## src/rtl/demux_pkg.sv

```systemverilog
// demux_pkg: shared constants for the registered 1-to-4 demultiplexer.
//   NUM_CH      number of output channels
//   CH_A..CH_D  channel select encodings carried on in_sel
package demux_pkg;

    localparam int unsigned NUM_CH = 4;

    typedef logic [1:0] ch_sel_t;

    localparam ch_sel_t CH_A = 2'd0;
    localparam ch_sel_t CH_B = 2'd1;
    localparam ch_sel_t CH_C = 2'd2;
    localparam ch_sel_t CH_D = 2'd3;

endpackage

```

## src/rtl/demux_chan_slot.sv

```systemverilog
// demux_chan_slot: one-entry output slot with valid flag and wrapping drain counter.
//   clk        rising-edge clock
//   rstn       asynchronous active-low reset
//   load       write load_data into the slot this cycle
//   load_data  word to store
//   out_ready  downstream consumer ready
//   valid      slot holds an undelivered word
//   data       slot contents (kept after drain, qualify with valid)
//   cnt        number of completed drains, wraps at 2^CNT_W
module demux_chan_slot #(
    parameter int unsigned WIDTH = 4,
    parameter int unsigned CNT_W = 8
) (
    input  logic             clk,
    input  logic             rstn,
    input  logic             load,
    input  logic [WIDTH-1:0] load_data,
    input  logic             out_ready,
    output logic             valid,
    output logic [WIDTH-1:0] data,
    output logic [CNT_W-1:0] cnt
);

    logic             valid_q, valid_d;
    logic [WIDTH-1:0] data_q, data_d;
    logic [CNT_W-1:0] cnt_q, cnt_d;
    logic             drain;

    always_comb begin
        drain   = valid_q & out_ready;
        valid_d = valid_q;
        data_d  = data_q;
        cnt_d   = cnt_q;
        if (drain) begin
            valid_d = 1'b0;
            cnt_d   = cnt_q + CNT_W'(1);
        end
        // A load in the same cycle as a drain refills the slot; the old word was delivered.
        if (load) begin
            valid_d = 1'b1;
            data_d  = load_data;
        end
    end

    always_ff @(posedge clk or negedge rstn) begin
        if (!rstn) begin
            valid_q <= 1'b0;
            data_q  <= '0;
            cnt_q   <= '0;
        end else begin
            valid_q <= valid_d;
            data_q  <= data_d;
            cnt_q   <= cnt_d;
        end
    end

    assign valid = valid_q;
    assign data  = data_q;
    assign cnt   = cnt_q;

endmodule

```

## src/rtl/demux_1to4_reg.sv

```systemverilog
// demux_1to4_reg: registered 1-to-4 demultiplexer with valid/ready flow control.
//   clk, rstn          clock, asynchronous active-low reset
//   in_valid/in_ready  producer handshake; in_ready reflects the slot chosen by in_sel
//   in_sel, in_data    target channel (0=a..3=d) and word
//   out_valid[3:0]     per-channel slot full
//   out_ready[3:0]     per-channel consumer ready
//   out_a..out_d       per-channel slot data
//   xfer_cnt           packed per-channel drain counters, channel a in the LSBs
module demux_1to4_reg
    import demux_pkg::*;
#(
    parameter int unsigned WIDTH = 4,
    parameter int unsigned CNT_W = 8
) (
    input  logic                    clk,
    input  logic                    rstn,
    input  logic                    in_valid,
    output logic                    in_ready,
    input  logic [1:0]              in_sel,
    input  logic [WIDTH-1:0]        in_data,
    output logic [NUM_CH-1:0]       out_valid,
    input  logic [NUM_CH-1:0]       out_ready,
    output logic [WIDTH-1:0]        out_a,
    output logic [WIDTH-1:0]        out_b,
    output logic [WIDTH-1:0]        out_c,
    output logic [WIDTH-1:0]        out_d,
    output logic [NUM_CH*CNT_W-1:0] xfer_cnt
);

    logic [NUM_CH-1:0] load;
    logic [WIDTH-1:0]  slot_data [NUM_CH];
    logic [CNT_W-1:0]  slot_cnt  [NUM_CH];

    // A full slot can still accept when its consumer drains in the same cycle.
    assign in_ready = ~out_valid[in_sel] | out_ready[in_sel];

    always_comb begin
        load = '0;
        if (in_valid && in_ready) begin
            unique case (in_sel)
                CH_A: load[CH_A] = 1'b1;
                CH_B: load[CH_B] = 1'b1;
                CH_C: load[CH_C] = 1'b1;
                CH_D: load[CH_D] = 1'b1;
                default: load = '0;
            endcase
        end
    end

    for (genvar k = 0; k < NUM_CH; k++) begin : g_slot
        demux_chan_slot #(
            .WIDTH (WIDTH),
            .CNT_W (CNT_W)
        ) u_slot (
            .clk       (clk),
            .rstn      (rstn),
            .load      (load[k]),
            .load_data (in_data),
            .out_ready (out_ready[k]),
            .valid     (out_valid[k]),
            .data      (slot_data[k]),
            .cnt       (slot_cnt[k])
        );
        assign xfer_cnt[k*CNT_W +: CNT_W] = slot_cnt[k];
    end

    assign out_a = slot_data[CH_A];
    assign out_b = slot_data[CH_B];
    assign out_c = slot_data[CH_C];
    assign out_d = slot_data[CH_D];

endmodule

```

## config.mk

```make
export PLATFORM = sky130hd
export DESIGN_NAME = demux_1to4_reg
export DESIGN_NICKNAME = d
export VERILOG_FILES = /design/src/rtl/demux_pkg.sv /design/src/rtl/demux_chan_slot.sv /design/src/rtl/demux_1to4_reg.sv
export SDC_FILE = /design/constraint.sdc
export NUM_CORES = 1
export LEC_CHECK = 0
export CAP_MARGIN = 20
export CORE_MARGIN = 1
export CORE_UTILIZATION = 50
export CTS_CLUSTER_SIZE = 8
export DETAILED_ROUTE_END_ITERATION = 10
export GPL_ROUTABILITY_DRIVEN = 0
export PLACE_DENSITY = 0.84
export SYNTH_ARGS = -nofsm -noshare
export SYNTH_HDL_FRONTEND = slang
export SYNTH_SLANG_ARGS = --single-unit
```

## constraint.sdc

```tcl
create_clock -name clk -period 3.7 [get_ports clk]
set_input_delay 0.74 -clock clk [delete_from_list [all_inputs] [get_ports clk]]
set_output_delay 0.74 -clock clk [all_outputs]
set_load 0.005 [all_outputs]
```

* After elaboration in Yosys (flattened, before gate mapping)
Index checks and enable logic that the tools add are counted.
Word-level totals: bits of input ports 13, output and inout port bits 53, word-level logic and storage cells 49, register bits 52
Operators by class: reduce and logical (&&, ||, !) cells 6, equal/unequal tests 3, mux-type cells 17, $add $sub $neg 4, $lt $le $gt $ge 1, bitwise logic cells 6
Operator list (count):
- 8-bit by 1-bit adder with 8-bit output (second input constant) | 4
- 1-bit 2-to-1 mux | 14
- 2-bit nonzero test | 4
- 1-bit AND | 4
- 1-bit binary-select mux with 2-bit select | 2
- 2-bit equality test (second input constant) | 2
- 4-bit 2-to-1 mux | 1
- 2-bit by 3-bit < comparator with 1-bit output (second input constant) | 1
- 2-bit by 1-bit equality test with 1-bit output (second input constant) | 1
- 2-bit zero test | 1
- 1-bit logical AND | 1
- 1-bit inverter | 1
- 1-bit OR | 1

* Longest topological paths before layout
word-level depth 7, depth in mapped cells 4, gate-level depth less buffers 4

* By module
Synthesis repeated with hierarchy kept, for this count alone.
Second synthesis, totals: cell total of the unflattened synthesis 169, area total of the unflattened synthesis 2218.4 um2
By module, submodules not included:
- demux_chan_slot | sequential area each 325.3 um2, cells each 40, times used 4, area each 529.3 um2
- demux_1to4_reg | sequential area each 0.0 um2, cells each 9, times used 1, area each 101.3 um2

* Worst setup path after synthesis
OpenSTA, ideal clock, no wires.
kind input to output, start point input out_ready[0], end point output in_ready, buffers on the path 0, path slack 1.494 ns, stages 2, required time 2.960 ns, arrival 1.466 ns, cells stage by stage or2b_1 -> mux4_1
Between the ends: longest elaborated chain between the ends 3
Ends and longest elaborated chain:
- from (decl) | line demux_1to4_reg.sv:22 | input logic [NUM_CH-1:0] out_ready,
- 1-bit binary-select mux with 2-bit select | line demux_1to4_reg.sv:35 | assign in_ready = ~out_valid[in_sel] | out_ready[in_sel];
- 1-bit 2-to-1 mux (not written as such) | line demux_1to4_reg.sv:35
- 1-bit OR | line demux_1to4_reg.sv:35
- to (decl) | line demux_1to4_reg.sv:18 | output logic in_ready,
Every way passes these cells. The select of a mux whose other input is x is not followed.

* Worst setup path in the final report
Same ends and word-level chain as after synthesis.

==> flow_summary.ini <==
[floorplanning]
die_h_um = 68.6
core_area_sq_um = 4120
start_util = 0.539
rows = 23
die_w_um = 68.6
ioPinCount = 66
dieArea_sq_um = 4710

[logic_synthesis]
synthFlopType = dfrtp_1
synth_cell_types = 24
syn_nets = 187
async_reset_ff_frac = 1.00
postSynthRegisterBits = 52
synth_edf_count = 0
synth_area_per_cell_sq_um = 13.0
synth-warning-count = 0
netlist_area_sq_um = 2220
synth_cells = 170
synth_seq_area_share = 0.587

[clock_tree]
post_cts_resized = 0
clock_latency_ps = 290
tritoncts = built
clk_pin_slew_ps = 80
post_cts_buffers = 0
holdBufCountCts = 0
cts_sinks = 52
clockRootBuffer = clkbuf_8
cts_buffers = 5
clockBufferDepth = 2
htree_levels = 2

[power]
power.density_nw_per_um2 = 563
vdd_drop_max_uv = 346
p_leak_uw = 0.00130

[worst_setup_path]
start_kind = input pin
crit_buf_inv = 2
crit_path_max_fanout = 5
cp-end-kind = output pin
cpLargestDelayFamily = buffers and inverters
worstPathArrival_ps = 2470
worstPathCellList = clkdlybuf4s50_1 > or2b_1 > mux4_1 > clkdlybuf4s50_1
critPathMaxStageDelay_ps = 480
cp_data_required_time_ps = 2960
worstSetupPathType = input pin to output pin
cp_slowest_cell = clkdlybuf4s50_1
crit_top_cell = clkdlybuf4s50_1

[final_layout]
fillers = 292
final_cell_mix = clkdlybuf4s50_1, dfrtp_1, xnor2_1, mux2_2, nand2_1
area_delta_synth_final_pct = 35.1
finalNetCount = 256
antenna_cells = 0
final_common_cell = clkdlybuf4s50_1
final_layout_size_suffix_gt1_frac = 0.142

[route]
dr_total_vias = 1516
wl_per_cell_um = 14.1
drt_wl_total_um = 4090
ant_nets = 0
dr.pass1.iters = 4
via_per_inst = 5.23
dr.first_iter.drc_count = 71
route.detailed.drc = 0

[job]
maxCapViolCount = 0

[placed_design]
numPortBuffers = 65
pre_cts_ws_ps = 499
place_hpwl_um = 3140

[timing]
setup_violations = 0
worst_slew_pin_slew_ps = 819
finalCritPeriodShare = 0.866
timing.fmax_mhz = 312
fin_skew_ps = 5.46
rsz0062_at_grt = no
relSlewSlack = 0.454
period_minus_slack_ps = 3210
setup_tns_ps = 0
setup_ws_ps = 495
drv_slew = 0
hold_viol = 0

[global_routing]
grt_max_degree = 40
grt_first_pass_wirelength_um = 6580
gr-total-overflow = 0
groute.usage.overall = 0.197
grt_pass1_vias = 1448
antenna_found_initial = 0

[min_path]
min_path_type = flop to flop

[outcome]
status = finished clean
==> final timing paths <==
| kind | cells past startpoint | slack, ps | start | to |
|---|---|---|---|---|
| hold / removal | 1 | 460 | g_slot[0].u_slot.cnt[7] | g_slot[0].u_slot.cnt[7] |
| setup reg to reg | 3 | 2330 | g_slot[0].u_slot.valid | g_slot[0].u_slot.data[1] |
| setup / recovery | 4 | 490 | out_ready[0] | in_ready |
| min in group asynchronous | 1 | 530 | rstn | g_slot[2].u_slot.cnt[3] |
| hold reg to reg | 1 | 460 | g_slot[0].u_slot.cnt[7] | g_slot[0].u_slot.cnt[7] |
| max in group asynchronous | 2 | 2460 | rstn | g_slot[0].u_slot.cnt[2] |
==> kinds of logic (layout without fill, tap and decap cells) <==
group	count (synthesis)	count (layout)	synth area share
AND/OR/NAND/NOR	57	57	0.146
XOR/XNOR	28	28	0.111
AO/OA/AOI/OAI	2	2	0.00451
adder cells (fa/ha/maj)	4	4	0.0226
multiplexers	21	21	0.113
buffers and inverters	6	76	0.0169
flip-flops	52	52	0.587
==> power by group <==
| part | switching, uW | internal [uW] |
|---|---|---|
| clock | 168 | 149 |
| sequential | 141 | 706 |
| combinational | 163 | 360 |
==> sequential cells by signal, summed over array words and instances (netlist names) <==
signal	flops
g_slot.u_slot.valid	4
g_slot.u_slot.cnt	32
g_slot.u_slot.data	16
==> through the flow <==
step,util,power [uW],hold WS [ps],instance area [sq um],instances
detailed placement,0.706,1390,459,2900,282
floorplan,-,1030,444,2220,170
global route,0.728,1810,493,3000,290
finish,0.728,1690,465,3000,290
CTS,0.728,1710,473,3000,290
global placement,0.706,1370,461,2900,282
==> synthesized netlist by cell type (2+ instances only) <==
cell type / instances / share of area
and3_1: 3 / 0.0085
and4_1: 3 / 0.012
buf_4: 4 / 0.014
dfrtp_1: 52 / 0.59
ha_1: 4 / 0.023
inv_1: 2 / 0.0034
mux2_2: 20 / 0.10
nand2_1: 19 / 0.032
nand2b_1: 3 / 0.0085
nand3_1: 6 / 0.014
nand4_1: 7 / 0.020
nor2_1: 5 / 0.0085
nor3_1: 3 / 0.0068
nor3b_4: 2 / 0.017
o21ai_0: 2 / 0.0045
xnor2_1: 20 / 0.079
xor2_1: 8 / 0.032
==> per-layer routing <==
metal / part of all wire / track usage / vias to the layer above
met5: 0 / 0 / -
met4: 0.012 / 0.0677 / 0
met3: 0.088 / 0.0822 / 6
met2: 0.47 / 0.311 / 57
met1: 0.43 / 0.243 / 735
li1: - / - / 718
==> final cells by class <==
type	count	area [sq um]	share of cell area
sequential	52	1300	0.434
multi-input combinational	112	880	0.294
timing repair buffer	66	653	0.218
clock buffer	6	82.6	0.0276
tap	50	62.6	0.0209
clock inverter	2	10.0	0.00334
inverter	2	7.51	0.00251
No activity file was read; power rests on OpenSTA's default activity.
